$ cat src/rtl/wide_add_sequencer_pkg.sv
// Shared definitions for the wide add/subtract sequencer: chunk width,
// sequencer states and small helpers used by the datapath.
package wide_add_sequencer_pkg;

    localparam int CHUNK_W = 7;

    typedef enum logic [1:0] {
        IDLE = 2'd0,
        RUN  = 2'd1,
        DONE = 2'd2
    } seq_state_e;

    // Operand width for a given number of chunks.
    function automatic int calc_width(input int words);
        return CHUNK_W * words;
    endfunction

    // Carry out of a chunk recovered from the top bits of its inputs and sum:
    // when a6^b6 the sum bit is the inverted carry into bit 6.
    function automatic logic chunk_carry_out(input logic a6, input logic b6, input logic r6);
        return (a6 & b6) | ((a6 ^ b6) & ~r6);
    endfunction

endpackage

$ cat src/rtl/wide_add_sequencer_cla7.sv
// Shared 7-bit carry-lookahead adder; purely combinational, sum only
// (no carry-out port).
module carry_look_ahead_adder7
    import wide_add_sequencer_pkg::*;
(
    input  logic [CHUNK_W-1:0] a,
    input  logic [CHUNK_W-1:0] b,
    input  logic               cin,
    output logic [CHUNK_W-1:0] sum
);

    logic [CHUNK_W-1:0] g_s;
    logic [CHUNK_W-1:0] p_s;
    logic [CHUNK_W:0]   c_s;

    assign g_s = a & b;
    assign p_s = a ^ b;

    // Flattened lookahead: each carry is the OR of every generate term
    // propagated up to it, plus cin propagated through all lower bits.
    always_comb begin
        logic term_v;
        term_v   = 1'b0;
        c_s      = '0;
        c_s[0]   = cin;
        for (int i = 0; i < CHUNK_W; i++) begin
            term_v = cin;
            for (int j = 0; j <= i; j++) begin
                term_v = term_v & p_s[j];
            end
            c_s[i+1] = term_v;
            for (int k = 0; k <= i; k++) begin
                term_v = g_s[k];
                for (int j = k + 1; j <= i; j++) begin
                    term_v = term_v & p_s[j];
                end
                c_s[i+1] = c_s[i+1] | term_v;
            end
        end
    end

    assign sum = p_s ^ c_s[CHUNK_W-1:0];

endmodule

$ cat src/rtl/wide_add_sequencer.sv
// Multi-cycle WORDS*7-bit add/subtract built on one shared 7-bit adder,
// LSB chunk first. Optional signed overflow flag under OVF_FLAG_EN.
module wide_add_sequencer
    import wide_add_sequencer_pkg::*;
#(
    parameter int WORDS = 4
)(
    input  logic                     clk,
    input  logic                     rst_n,
    input  logic                     start,
    input  logic                     sub,
    input  logic [CHUNK_W*WORDS-1:0] a,
    input  logic [CHUNK_W*WORDS-1:0] b,
    output logic                     ready,
    output logic                     busy,
    output logic                     done,
    output logic [CHUNK_W*WORDS-1:0] result,
    output logic                     cout
`ifdef OVF_FLAG_EN
    ,
    output logic                     ovf
`endif
);

    localparam int W     = calc_width(WORDS);
    localparam int IDX_W = $clog2(WORDS);

    seq_state_e          state_r;
    seq_state_e          state_nxt_s;
    logic                accept_s;
    logic                last_s;
    logic [IDX_W-1:0]    idx_r;
    logic                carry_r;
    logic [W-1:0]        opa_r;
    logic [W-1:0]        opb_r;
    logic [W-1:0]        result_r;
    logic                cout_r;
    logic [CHUNK_W-1:0]  chunk_a_s;
    logic [CHUNK_W-1:0]  chunk_b_s;
    logic [CHUNK_W-1:0]  sum_s;
    logic                carry_out_s;

    assign chunk_a_s   = opa_r[CHUNK_W*idx_r +: CHUNK_W];
    assign chunk_b_s   = opb_r[CHUNK_W*idx_r +: CHUNK_W];
    assign last_s      = (idx_r == IDX_W'(WORDS - 1));
    assign carry_out_s = chunk_carry_out(chunk_a_s[CHUNK_W-1], chunk_b_s[CHUNK_W-1],
                                         sum_s[CHUNK_W-1]);

    carry_look_ahead_adder7 u_adder (
        .a   (chunk_a_s),
        .b   (chunk_b_s),
        .cin (carry_r),
        .sum (sum_s)
    );

    // State register.
    always_ff @(posedge clk) begin
        if (!rst_n) begin
            state_r <= IDLE;
        end else begin
            state_r <= state_nxt_s;
        end
    end

    // Next-state and accept decode; DONE may accept a new request directly.
    always_comb begin
        state_nxt_s = state_r;
        accept_s    = 1'b0;
        case (state_r)
            IDLE: begin
                if (start) begin
                    accept_s    = 1'b1;
                    state_nxt_s = RUN;
                end else begin
                    state_nxt_s = IDLE;
                end
            end
            RUN: begin
                if (last_s) begin
                    state_nxt_s = DONE;
                end else begin
                    state_nxt_s = RUN;
                end
            end
            DONE: begin
                if (start) begin
                    accept_s    = 1'b1;
                    state_nxt_s = RUN;
                end else begin
                    state_nxt_s = IDLE;
                end
            end
            default: begin
                state_nxt_s = IDLE;
            end
        endcase
    end

    // Operand capture and per-chunk result/carry update.
    always_ff @(posedge clk) begin
        if (!rst_n) begin
            idx_r    <= '0;
            carry_r  <= 1'b0;
            opa_r    <= '0;
            opb_r    <= '0;
            result_r <= '0;
            cout_r   <= 1'b0;
        end else if (accept_s) begin
            opa_r   <= a;
            opb_r   <= sub ? ~b : b;
            carry_r <= sub;
            idx_r   <= '0;
        end else if (state_r == RUN) begin
            result_r[CHUNK_W*idx_r +: CHUNK_W] <= sum_s;
            carry_r <= carry_out_s;
            if (last_s) begin
                idx_r  <= '0;
                cout_r <= carry_out_s;
            end else begin
                idx_r  <= idx_r + IDX_W'(1);
            end
        end
    end

`ifdef OVF_FLAG_EN
    logic ovf_r;
    logic msb_cin_s;

    assign msb_cin_s = chunk_a_s[CHUNK_W-1] ^ chunk_b_s[CHUNK_W-1] ^ sum_s[CHUNK_W-1];

    // Signed overflow: carry into the MSB differs from carry out of it.
    always_ff @(posedge clk) begin
        if (!rst_n) begin
            ovf_r <= 1'b0;
        end else if ((state_r == RUN) && last_s) begin
            ovf_r <= msb_cin_s ^ carry_out_s;
        end else begin
            ovf_r <= ovf_r;
        end
    end

    assign ovf = ovf_r;
`endif

    assign ready  = (state_r == IDLE) || (state_r == DONE);
    assign busy   = (state_r == RUN);
    assign done   = (state_r == DONE);
    assign result = result_r;
    assign cout   = cout_r;

endmodule

$ cat config.mk
export PLATFORM = sky130hd
export DESIGN_NAME = wide_add_sequencer
export DESIGN_NICKNAME = d
export VERILOG_FILES = /design/src/rtl/wide_add_sequencer_pkg.sv /design/src/rtl/wide_add_sequencer_cla7.sv /design/src/rtl/wide_add_sequencer.sv
export SDC_FILE = /design/constraint.sdc
export NUM_CORES = 1
export LEC_CHECK = 0
export ABC_AREA = 0
export CORE_MARGIN = 4
export CORE_UTILIZATION = 55
export CTS_CLUSTER_SIZE = 30
export DETAILED_ROUTE_END_ITERATION = 12
export DONT_BUFFER_PORTS = 1
export PLACE_DENSITY = 0.76
export REMOVE_ABC_BUFFERS = 1
export SYNTH_ARGS = -nofsm -noshare
export SYNTH_HDL_FRONTEND = slang
export SYNTH_SLANG_ARGS = --single-unit
$ cat constraint.sdc
create_clock -name clk -period 3.6 [get_ports clk]
set_input_delay 0.36 -clock clk [delete_from_list [all_inputs] [get_ports clk]]
set_output_delay 0.36 -clock clk [all_outputs]
set_load 0.01 [all_outputs]
Word-level counts from Yosys, hierarchy flattened
Index checks and enable logic that the tools add are counted.
{"block": "totals", "inputBits": 60, "elab_cells": 87, "ff_bits": 90, "latchBits": 0, "romBits": 0, "memories": 0, "ram_bits": 0}
{"block": "op_classes", "eq_ne": 3, "n_mul": 1, "add_sub_neg": 2, "shift": 4, "bitwise": 53, "reduce_logical": 7, "n_lt_le_gt_ge": 0, "div_mod_pow": 0, "n_mux": 10}
{"operator": "28-bit by 6-bit variable part select with 7-bit output", "count": 2}
{"operator": "5-bit negator with 34-bit output", "count": 1}
{"operator": "7-bit by 34-bit variable shift with 28-bit output, first input constant", "count": 1}
{"operator": "7-bit by 34-bit variable part select with 28-bit output", "count": 1}
{"operator": "28-bit bitwise mux", "count": 1}
{"operator": "28-bit 2-to-1 mux", "count": 1}
{"operator": "28-bit NOT", "count": 1}
{"operator": "1-bit AND", "count": 23}
{"operator": "1-bit OR", "count": 22}
{"operator": "7-bit XOR", "count": 2}
{"operator": "6-bit AND", "count": 1}
{"operator": "3-bit by 2-bit multiplier with 5-bit output, first input constant", "count": 1}
{"operator": "1-bit 2-to-1 mux", "count": 5}
{"operator": "2-bit == test, second input constant", "count": 2}
{"operator": "2-bit 2-to-1 mux", "count": 2}
{"operator": "2-bit one-hot mux with 2 select lines", "count": 1}
{"operator": "2-bit OR reduction", "count": 2}
{"operator": "1-bit NOT", "count": 3}
{"operator": "3-bit AND reduction", "count": 1}
{"operator": "2-bit by 1-bit adder with 2-bit output, second input constant", "count": 1}
{"operator": "2-bit by 1-bit == test with 1-bit output, second input constant", "count": 1}
{"operator": "2-bit zero test", "count": 1}
{"operator": "2-bit AND reduction", "count": 1}
{"operator": "2-bit nonzero test", "count": 1}
{"operator": "other kinds (2)", "count": 2}

Logic depth before layout (Yosys ltp)
Gate-level depths: netlist of run 1.
{"block": "depth", "ltp_word": 21, "depth_mapped": 12}

Modules after synthesis
From an unflattened synthesis of run 1, not the netlist that was laid out.
{"block": "unflattened", "hier_cells": 432, "area_unflattened_um2": 4215.3}
{"module": "wide_add_sequencer", "area_each_um2": 3967.6, "n_inst": 1, "cells_per_inst": 403}
{"module": "carry_look_ahead_adder7", "area_each_um2": 247.7, "n_inst": 1, "cells_per_inst": 29}

Worst setup path before layout of run 1
Ideal clock, no wire load.
{"block": "synth_path", "path_type": "register -> register", "from": "register idx_r[0]", "to": "register result_r[27], in the netlist result[27]", "stages_incl_launch_ff": 13, "slack_ps": 82, "arrival_time_ps": 3400, "n_path_buf": 2, "t_required_ps": 3482, "period_less_slack_ps": 3518, "setup_ps": 118, "cell_sequence": "dfxtp_1 > buf_6 > buf_2 > mux4_2 > ha_1 > ha_1 > o211a_1 > nor2_1 > o21ai_0 > or2_2 > fa_1 > a22oi_1 > nor2b_1"}
{"block": "synth_via", "elab_chain_len": 18, "elab_cells_between_ends": 52}
{"item": "start, declared", "line_no": "wide_add_sequencer.sv:32", "text": "logic [IDX_W-1:0] idx_r;"}
{"item": "start signal, assigned", "line_no": "wide_add_sequencer.sv:120", "text": "idx_r <= idx_r + IDX_W'(1);"}
{"item": "3-bit by 2-bit multiplier with 5-bit output (*)", "line_no": "wide_add_sequencer.sv:43, wide_add_sequencer.sv:44, wide_add_sequencer.sv:114"}
{"item": "28-bit by 6-bit variable part select with 7-bit output (on tied branches)", "line_no": "wide_add_sequencer.sv:43, wide_add_sequencer.sv:44"}
{"item": "7-bit XOR", "line_no": "wide_add_sequencer_cla7.sv:17", "text": "assign p_s = a ^ b;"}
{"item": "1-bit AND (3 in a row)", "line_no": "wide_add_sequencer_cla7.sv:29", "text": "term_v = term_v & p_s[j];"}
{"item": "1-bit AND (3 in a row)"}
{"item": "1-bit OR (6 in a row)", "line_no": "wide_add_sequencer_cla7.sv:37", "text": "c_s[i+1] = c_s[i+1] | term_v;"}
{"item": "7-bit XOR", "line_no": "wide_add_sequencer_cla7.sv:42", "text": "assign sum = p_s ^ c_s[CHUNK_W-1:0];"}
{"item": "7-bit by 34-bit variable part select with 28-bit output", "line_no": "wide_add_sequencer.sv:114", "text": "result_r[CHUNK_W*idx_r +: CHUNK_W] <= sum_s;"}
{"item": "28-bit bitwise mux (*)", "line_no": "wide_add_sequencer.sv:114"}
{"item": "end signal, assigned by index", "line_no": "wide_add_sequencer.sv:114"}
{"item": "end, declared", "line_no": "wide_add_sequencer.sv:36", "text": "logic [W-1:0] result_r;"}
Every way passes the cells marked *; elsewhere a longest branch is shown, timed or not.
A chain may end at the register's enable or synchronous reset.

Worst setup path in the final report of run 1
{"block": "layout_path", "from": "register idx_r[0]", "to": "register result_r[13], in the netlist result[13]"}
The elaborated chain is that of the path after synthesis.

==> reports/results.txt, run 1 <==
Crit-path cells - mux4_2 -> ha_1 -> ha_1 -> o211a_1 -> nor2_1 -> o21ai_0 -> or2_2 -> fa_1 -> a22oi_1 -> nor2b_1
Slowest CP cell - mux4_2
Synth top area share - 41.55%
Die span in y - 96.80 um
CTS sink count - 90
Seq cells post-synth - 90
Placed insts - 523
R2r worst-path depth - 10
Cell Pwr Density - 452.2 mW/mm^2
Final setup TNS - 0 ns
Post-synth ARST share - 0%
Initial antenna violation count - 0
Routed vias/inst - 6.028
Syn-to-layout area delta - 5.684%
# nets final - 507
Mux cell area share after synthesis - 7.271%
Post-Synth XOR/XNOR Area - 5.857%
WHS - 0.1392 ns
Num CTS Buffers - 9
Total track usage - 20.13%
Crit Path Class - reg -> reg
Setup violators final - 0
Final ANT Viol Nets - 0
Mapped Cells - 447
Synth Area in Adders - 4.674%
Slew margin rel. - 33.39%
Row count - 32
Fin. Hold Viols - 0
Yosys top cell by area - dfxtp_1
Final Wtd Congestion - 0.8595
Crit path time final - 3.356 ns
Vias in the first global route - 3,152
Flop-to-flop setup slack - 0.24 ns
Top post-synthesis cells by area - dfxtp_1 42%, nand2_1 8.6%, mux4_2 7.3%
VDD IR max - 0.0002256 V
Yosys warns - 0
Core Area - 0.007687 sq mm
Crit path required time - 3.85 ns
Max cap viols - 0
Seq/Total Area, Yosys - 41.55%
Clock Latency Late Sink - 0.36 ns
Longest Clk Path Bufs - 2
DR vias - 3,249
Port bufs - 0
RSZ-0062 raised after global routing - false
Hpwl dp - 6.894 mm
Leak - 0.001890 uW
Total grt overflow - 0
Drt initial violations - 130
Max frequency - 298.0 MHz
Detailed Route WL - 9.322 mm
CP max stage delay - 0.56 ns
N_diodes - 0
Avg Cell Area, Syn - 9.702 sq um
Critical Path Most Common Cell - ha_1
Min-delay worst type - in -> reg
Global-route wire length before repair - 15.53 mm
Worst hold path cell count - 1
Clk_skew - 0.01169 ns
Die ar. - 0.009369 sq mm
Drt first pass iters - 5
Critical Path AT - 3.61 ns
# DRC - 0
Slew @ Worst Pin - 0.9968 ns
Cell Count, Final, Fillers Out - 539
Worst Setup End Kind - flop
Mapped cell area - 0.004337 sq mm
Boundary Pins - 92
Layout cells sized above 1 - 10.07%
Final period util - 93.22%
Initial Utilization - 56.41%
# Post-CTS Setup Buffers - 0
Status - finished, final reports clean
Total power - 2073 uW
Crit-path max FO - 5
Number of flops mapped to enable cells by yosys - 0
Most common flop cell mapped by yosys - dfxtp_1
Clock Pin Slew Worst Setup and Hold Paths - 0.09 ns
CTS tree - yes
Die X - 96.80 um
Simple-gate share of the synthesized area - 18.38%
Worst setup SP type - flop
Compound-cell area share of the yosys netlist - 18.61%
Slew Limit Fails - 0
Largest net degree at the start of global routing - 96
Root Buffer - clkbuf_8
Largest family of logic cells by synthesized area - compound AO/OA/AOI/OAI gates
CTS H-tree depth - 3
Synth unique cells - 43
Avg WL per Cell - 17.29 um
placed cells by master, fill, tap and decap left out, drive strengths merged, types with 4 or more instances in the layout:
| master | Yosys | final |
|---|---|---|
| a21boi | 30 | 30 |
| a22oi | 13 | 13 |
| a32oi | 4 | 4 |
| and2 | 5 | 5 |
| buf | 11 | 5 |
| clkbuf | 20 | 12 |
| dfxtp | 90 | 90 |
| ha | 13 | 13 |
| inv | 6 | 6 |
| mux4 | 14 | 14 |
| nand2 | 99 | 99 |
| nand3 | 11 | 11 |
| nand3b | 4 | 4 |
| nand4 | 4 | 4 |
| nor2 | 4 | 4 |
| nor2b | 18 | 18 |
| nor3 | 5 | 5 |
| o211a | 29 | 29 |
| o311ai | 4 | 4 |
| o31ai | 8 | 8 |
| xnor2 | 28 | 28 |
metal layers:
| metal | track usage (%) | vias to the layer above | share of wire, % |
|---|---|---|---|
| li1 | - | 1552 | - |
| met1 | 26.68 | 1540 | 43 |
| met2 | 31.42 | 139 | 47 |
| met3 | 6.417 | 18 | 8.6 |
| met4 | 6.263 | 0 | 1.6 |
| met5 | 0 | - | 0 |
synth_stat cells, types with 4 or more instances:
cell      instances
a21boi_0         30
a22oi_1          13
a32oi_1           4
and2_1            5
buf_2             7
clkbuf_1         20
dfxtp_1          90
ha_1             13
inv_1             5
mux4_2           14
nand2_1          99
nand3_1          11
nand4_1           4
nor2_1            4
nor2b_1          18
nor3_1            5
o211a_1          29
o311ai_1          4
o31ai_1           8
xnor2_1          28
registers in the layout, indices dropped and copies added (netlist names):
signal	cells
opa_r	28
opb_r	28
result	28
idx_r	2
state_r	2
carry_r	1
cout	1
stage by stage:
step | util [%] | worst slack, ns | area (sq um)
CTS | 59.55 | 0.06691 | 4578
detailed placement | 56.88 | 0.08222 | 4373
global route | 59.62 | 0.01832 | 4583
floorplan | - | -0.1071 | 4200
global placement | 56.88 | 0.2256 | 4373
finish | 59.62 | 0.2441 | 4583
worst max-delay path, delay by kind of cell (launching register included):
kind	cells	cell delay, ns
fa+ha+maj	3	1.03
flops	1	0.42
mux	1	0.56
compound gates	3	0.66
simple gates	3	0.58
cell type report:
cell class	count	area, sq um
flip-flops and latches	90	1803
well taps	102	127.6
inverters	6	22.52
multi-input cells	320	2384
clock inverters	4	50.05
fillers	701	3104
repair buffers	5	41.29
clock buffers	12	155.1
timing repair:
item                                    4_1_cts  5_1_grt
hold buffers                                  0        0
endpoints found under the setup margin        0        5
gates resized for setup                       0        2
power breakdown:
group          total [uW]  internal [uW]  leakage [uW]  switching, uW
logic                 271            129       0.00105            142
clock network         709            358     0.0000986            351
registers            1090           1050      0.000737           41.9
total                2070           1540       0.00189            535
worst paths after layout:
kind / from / end
worst max-delay path: idx_r[0] / result[13]
worst min-delay path: rst_n / state_r[0]
worst max register to register: idx_r[0] / result[13]
worst min register to register: opa_r[25] / opa_r[25]
cell families after synthesis:
kind of cell               after synthesis
DFF                                     90
buffers and inverters                   37
and+or+nand+nor                        164
AOI/OAI and AO/OA                       98
muxes                                   14
adders and majority gates               15
xor gates and xnor gates                29
(Power assumes the default switching activity.)
==> run 2, diff against run 1 <==
--- a/config.mk
+++ b/config.mk
@@ -6,11 +6,13 @@
 export NUM_CORES = 1
 export LEC_CHECK = 0
 export ABC_AREA = 0
+export CORE_ASPECT_RATIO = 0.8
 export CORE_MARGIN = 4
 export CORE_UTILIZATION = 55
 export CTS_CLUSTER_SIZE = 30
 export DETAILED_ROUTE_END_ITERATION = 12
 export DONT_BUFFER_PORTS = 1
+export GPL_ROUTABILITY_DRIVEN = 0
 export PLACE_DENSITY = 0.76
 export REMOVE_ABC_BUFFERS = 1
 export SYNTH_ARGS = -nofsm -noshare
==> reports/results.txt, run 2 (same netlist as run 1, synthesis figures left out) <==
RSZ-0062 raised after global routing - false (unchanged)
CTS sink count - 90 (unchanged)
Fin. Hold Viols - 0 (unchanged)
Top sig layer - met4 (unchanged)
Final ANT Viol Nets - 0 (unchanged)
WHS - 0.1358 ns (was 0.1392 ns)
Crit Path Class - reg -> reg (unchanged)
Die X - 107.3 um (was 96.80 um)
Avg WL per Cell - 18.18 um (was 17.29 um)
CTS H-tree depth - 3 (unchanged)
Clock Latency Late Sink - 0.35 ns (was 0.36 ns)
Drt initial violations - 237 (was 130)
Global-route wire length before repair - 15.98 mm (was 15.53 mm)
Total grt overflow - 0 (unchanged)
Worst Setup End Kind - flop (unchanged)
Row count - 28 (was 32)
Most common cell after layout, fill and taps aside - nand2_1 (unchanged)
Met3 wire length - 713 um (was 802 um)
VDD IR max - 0.0002440 V (was 0.0002256 V)
Hpwl dp - 7.000 mm (was 6.894 mm)
Final WS setup - 0.2310 ns (was 0.2441 ns)
Part of the power in registers - 52.7% (about the same)
Boundary Pins - 92 (unchanged)
Slew Limit Fails - 0 (unchanged)
Logic pwr share - 13.4% (was 13.1%)
Min-delay worst type - in -> reg (unchanged)
Place WS - 0.1634 ns (was 0.08222 ns)
Cell-internal power - 1537 uW (was 1538 uW)
Commonest cells after routing, fill and taps aside - 99 x nand2_1, 90 x dfxtp_1, 30 x a21boi_0, 29 x o211a_1, 28 x xnor2_1 (was 99 x nand2_1, 89 x dfxtp_1, 30 x a21boi_0, 29 x o211a_1, 28 x xnor2_1)
Initial antenna violation count - 0 (unchanged)
Initial Utilization - 57.57% (was 56.41%)
Final period util - 93.58% (was 93.22%)
Cell Pwr Density - 451.4 mW/mm^2 (was 452.2 mW/mm^2)
Root Buffer - clkbuf_8 (unchanged)
Longest Clk Path Bufs - 2 (unchanged)
Max frequency - 296.8 MHz (was 298.0 MHz)
Layout cells sized above 1 - 9.840% (was 10.07%)
Leak - 0.001888 uW (was 0.001890 uW)
CTS tree - yes (unchanged)
Routed vias/inst - 6.030 (was 6.028)
Num CTS Buffers - 9 (unchanged)
Slew margin rel. - 33.74% (was 33.39%)
Clock Pin Slew Worst Setup and Hold Paths - 0.09 ns (about the same)
Syn-to-layout area delta - 5.655% (was 5.684%)
Metal2 WL - 4.502 mm (was 4.392 mm)
Largest net degree at the start of global routing - 96 (unchanged)
# DRC - 0 (unchanged)
Vias in the first global route - 3,154 (was 3,152)
Max cap viols - 0 (unchanged)
Post-CTS Hold Buffers - 0 (unchanged)
Detailed Route WL - 9.856 mm (was 9.322 mm)
Crit path time final - 3.369 ns (was 3.356 ns)
Core Area - 0.007532 sq mm (was 0.007687 sq mm)
N_diodes - 0 (unchanged)
Clock share of power - 33.8% (was 34.2%)
Critical Path AT - 3.65 ns (was 3.61 ns)
Port bufs - 0 (unchanged)
Drt first pass iters - 5 (unchanged)
Status - finished, final reports clean (unchanged)
Die ar. - 0.009378 sq mm (was 0.009369 sq mm)
Crit-path max FO - 10 (was 5)
M1 wire length - 4.434 mm (was 3.975 mm)
Crit path required time - 3.88 ns (was 3.85 ns)
Slew @ Worst Pin - 0.9914 ns (was 0.9968 ns)
Switching share of power - 25.69% (was 25.79%)
Total track usage - 21.73% (was 20.13%)
NetSw - 531.4 uW (was 534.6 uW)
Die span in y - 87.42 um (was 96.80 um)
# nets final - 507 (unchanged)
DR vias - 3,268 (was 3,249)
Clk_skew - 0.005789 ns (was 0.01169 ns)
Worst setup SP type - flop (unchanged)
Setup violators final - 0 (unchanged)
Post-CTS resize count - 0 (unchanged)
# Post-CTS Setup Buffers - 0 (unchanged)
run 2: cell counts in the layout (fill, tap and decap cells not counted):
Identical to the previous run, type by type.
run 2: power groups by stage:
stage / sequential (uW) / combinational (uW) / clock, uW
6_report: 1090 / 278 / 700
2_1_floorplan: 1100 / 217 / 0
5_1_grt: 1100 / 311 / 756
3_3_place_gp: 1110 / 265 / 0
3_5_place_dp: 1110 / 275 / 0
4_1_cts: 1090 / 276 / 714
run 2: layout make-up:
class	instances	area, sq um
fillers	645	2950
multi-input cells	320	2384
flip-flops and latches	90	1802
clock buffers	12	155.1
well taps	105	131.4
clock inverters	4	50.05
repair buffers	5	37.54
inverters	6	22.52
run 2: through the flow:
step / util [%] / total power, uW / instance area (sq um) / TNS (ns) / cells
2_1_floorplan: - / 1320 / 4200 / -0.5771 / 416
3_3_place_gp: 58.11 / 1378 / 4377 / 0 / 526
3_5_place_dp: 58.11 / 1388 / 4377 / 0 / 526
4_1_cts: 60.83 / 2079 / 4582 / 0 / 542
5_1_grt: 60.83 / 2163 / 4582 / 0 / 542
6_report: 60.83 / 2068 / 4582 / 0 / 542
run 2: routing by layer:
metal  up-vias  GRT usage, %
li1       1550             -
met1      1566         29.44
met2       133         33.45
met3        19         5.856
met4         0         8.014
met5         -             0
run 2: worst paths after layout:
kind | from | endpoint | slack [ns] | depth (start not counted)
worst min register to register | opa_r[19] | opa_r[19] | 0.46 | 2
worst max register to register | idx_r[0] | result[20] | 0.23 | 10
worst min-delay path | rst_n | opb_r[19] | 0.14 | 1
worst max-delay path | idx_r[0] | result[20] | 0.23 | 10
run 2: worst max-delay path: stages (launching register included):
cell,delay [ns]
dfxtp_1,0.45
buf_4,0.28
mux4_2,0.53
ha_1,0.36
a21o_1,0.22
nor2_1,0.13
o21ai_1,0.18
or2_2,0.33
fa_1,0.56
a22oi_1,0.09
nor2b_1,0.16
==> run 3, diff against run 2 <==
--- a/config.mk
+++ b/config.mk
@@ -5,10 +5,11 @@
 export SDC_FILE = /design/constraint.sdc
 export NUM_CORES = 1
 export LEC_CHECK = 0
-export ABC_AREA = 0
+export ABC_AREA = 1
 export CORE_ASPECT_RATIO = 0.8
 export CORE_MARGIN = 4
 export CORE_UTILIZATION = 55
+export CTS_CLUSTER_DIAMETER = 40
 export CTS_CLUSTER_SIZE = 30
 export DETAILED_ROUTE_END_ITERATION = 12
 export DONT_BUFFER_PORTS = 1
==> reports/results.txt, run 3 <==
Die ar. - 0.009051 sq mm (was 0.009378 sq mm)
Most common flop cell mapped by yosys - dfxtp_1 (unchanged)
Worst hold start - rst_n (unchanged)
Post-CTS resize count - 0 (unchanged)
Number of flops mapped to enable cells by yosys - 0 (unchanged)
Cell Pwr Density - 508.8 mW/mm^2 (was 451.4 mW/mm^2)
Leak - 0.001669 uW (was 0.001888 uW)
Clk_skew - 0.01479 ns (was 0.005789 ns)
Slew @ Worst Pin - 0.9733 ns (was 0.9914 ns)
Post-CTS Hold Buffers - 0 (unchanged)
CTS H-tree depth - 3 (unchanged)
R2r worst-path depth - 18 (was 10)
Worst setup SP type - flop (unchanged)
Final ANT Viol Nets - 0 (unchanged)
Port bufs - 0 (unchanged)
Yosys top cell by area - dfxtp_1 (unchanged)
Final setup TNS - 0 ns (unchanged)
RSZ-0062 raised after global routing - false (unchanged)
DR vias - 3,482 (was 3,268)
Initial Utilization - 56.43% (was 57.57%)
Vias in the first global route - 3,324 (was 3,154)
Clock Pin Slew Worst Setup and Hold Paths - 0.10 ns (was 0.09 ns)
Drt first pass iters - 6 (was 5)
Drt initial violations - 313 (was 237)
Crit path time final - 3.229 ns (was 3.369 ns)
Min-delay worst type - in -> reg (unchanged)
Worst R2R Start - idx_r[0] (unchanged)
Worst Setup End Kind - flop (unchanged)
Critical Path AT - 3.52 ns (was 3.65 ns)
Layout cells sized above 1 - 8.175% (was 9.840%)
Seq cells post-synth - 90 (unchanged)
Cell Count, Final, Fillers Out - 631 (was 542)
Setup violators final - 0 (unchanged)
Commonest cells after routing, fill and taps aside - 94 x nor2_1, 90 x dfxtp_1, 87 x o21ai_0, 58 x nand2_1, 52 x a21oi_1 (was 99 x nand2_1, 90 x dfxtp_1, 30 x a21boi_0, 29 x o211a_1, 28 x xnor2_1)
CTS tree - yes (unchanged)
WHS - 0.1266 ns (was 0.1358 ns)
Global-route wire length before repair - 15.95 mm (was 15.98 mm)
Top post-synthesis cells by area - dfxtp_1 43%, o21ai_0 10%, nor2_1 8.5% (was dfxtp_1 42%, nand2_1 8.6%, mux4_2 7.3%)
N_diodes - 0 (unchanged)
Mapped cell area - 0.004172 sq mm (was 0.004337 sq mm)
CTS sink count - 90 (unchanged)
Synth unique cells - 34 (was 43)
Fin. Hold Viols - 0 (unchanged)
Seq/Total Area, Yosys - 43.19% (was 41.55%)
Max cap viols - 0 (unchanged)
Critical Path Start - idx_r[0] (unchanged)
# nets final - 596 (was 507)
Design Area, Final - 0.004422 sq mm (was 0.004582 sq mm)
Total track usage - 22.24% (was 21.73%)
Num CTS Buffers - 9 (unchanged)
Slew margin rel. - 35.04% (was 33.74%)
Mapped Cells - 538 (was 447)
# DRC - 0 (unchanged)
Most common cell after layout, fill and taps aside - nor2_1 (was nand2_1)
Row count - 28 (unchanged)
Post-synth top cells - 94 x nor2_1, 90 x dfxtp_1, 87 x o21ai_0, 58 x nand2_1, 52 x a21oi_1 (was 99 x nand2_1, 90 x dfxtp_1, 30 x a21boi_0, 29 x o211a_1, 28 x xnor2_1)
Largest net degree at the start of global routing - 66 (was 96)
Avg Cell Area, Syn - 7.754 sq um (was 9.702 sq um)
Max frequency - 309.7 MHz (was 296.8 MHz)
Crit path required time - 3.89 ns (was 3.88 ns)
Worst hold path cell count - 2 (was 1)
Die X - 105.4 um (was 107.3 um)
Flop-to-flop setup slack - 0.37 ns (was 0.23 ns)
Initial antenna violation count - 0 (unchanged)
Yosys warns - 0 (unchanged)
Boundary Pins - 92 (unchanged)
Avg WL per Cell - 15.62 um (was 18.18 um)
Longest Clk Path Bufs - 2 (unchanged)
DP Area - 0.004199 sq mm (was 0.004377 sq mm)
Final period util - 89.70% (was 93.58%)
Top-count cell post-synth - nor2_1 (was nand2_1)
Die span in y - 85.90 um (was 87.42 um)
Core Area - 0.007392 sq mm (was 0.007532 sq mm)
Syn-to-layout area delta - 5.999% (was 5.655%)
Synth top area share - 43.19% (was 41.55%)
Post-synth ARST share - 0% (unchanged)
Root Buffer - clkbuf_8 (unchanged)
Status - finished, final reports clean (unchanged)
Detailed Route WL - 9.857 mm (was 9.856 mm)
Crit Path Class - reg -> reg (unchanged)
Crit-path max FO - 31 (was 10)
Hpwl dp - 6.989 mm (was 7.000 mm)
Slew Limit Fails - 0 (unchanged)
Placed insts - 615 (was 526)
Routed vias/inst - 5.518 (was 6.030)
Clock Latency Late Sink - 0.36 ns (was 0.35 ns)
Total power - 2250 uW (was 2068 uW)
Total grt overflow - 0 (unchanged)
# Post-CTS Setup Buffers - 0 (unchanged)
VDD IR max - 0.0002905 V (was 0.0002440 V)
run 3: critical path: stages, from the launching register on:
cell and delay [ns]:
dfxtp_1 0.33, buf_4 0.30, nor2_1 0.08, o21ai_0 0.35, ha_1 0.32, ha_1 0.19, nand3_1 0.11, nand4_2 0.12
nand2_2 0.09, nand2_2 0.06, nand2_2 0.08, nand2_1 0.06, nand2_2 0.07, nand2_1 0.07, fa_1 0.52, nand2_1 0.07
nor2_1 0.14, nand2_1 0.07, a21oi_1 0.13
run 3: routing by layer:
layer | track usage (%) | up-vias | wire (um) | part of all wire (%)
met5 | 0 | - | 0 | 0
met4 | 9.058 | 0 | 191 | 1.9
met3 | 6.020 | 15 | 684 | 6.9
met2 | 32.87 | 130 | 4331 | 44
met1 | 30.88 | 1592 | 4649 | 47
li1 | - | 1745 | - | -
run 3: logic make-up (layout without fill, tap and decap cells):
kind of cell | after synthesis | count (layout) | synth area share, %
AND/OR/NAND/NOR | 183 | 183 | 19.20
AO/OA/AOI/OAI | 161 | 161 | 20.34
flip-flops | 90 | 90 | 43.19
buffers and inverters | 58 | 46 | 5.909
XOR/XNOR | 31 | 31 | 6.509
adder cells (fa/ha/maj) | 15 | 15 | 4.859
run 3: layout make-up:
| cell class | instances | area (sq um) |
|---|---|---|
| multi-input cells | 390 | 2123 |
| clock buffers | 9 | 123.9 |
| fillers | 664 | 2970 |
| flip-flops and latches | 90 | 1802 |
| well taps | 105 | 131.4 |
| inverters | 22 | 82.58 |
| repair buffers | 8 | 60.06 |
| clock inverters | 7 | 98.84 |
run 3: worst paths after layout:
check / to
worst max-delay path: result[27]
worst min-delay path: opb_r[0]
worst max register to register: result[27]
worst min register to register: opa_r[9]
run 3: report_power, final:
part	switching, uW	leakage, uW	internal, uW
Clock	368	0.000111	397
Combinational	238	0.000819	140
Sequential	46.0	0.000739	1060
run 3: per-stage QoR:
step / setup slack [ns] / utilization (%)
2_1_floorplan: -0.2752 / -
3_5_place_dp: 0.4001 / 56.80
6_report: 0.3708 / 59.82
4_1_cts: 0.3551 / 59.82
5_1_grt: 0.01674 / 59.82
3_3_place_gp: 0.5609 / 56.80
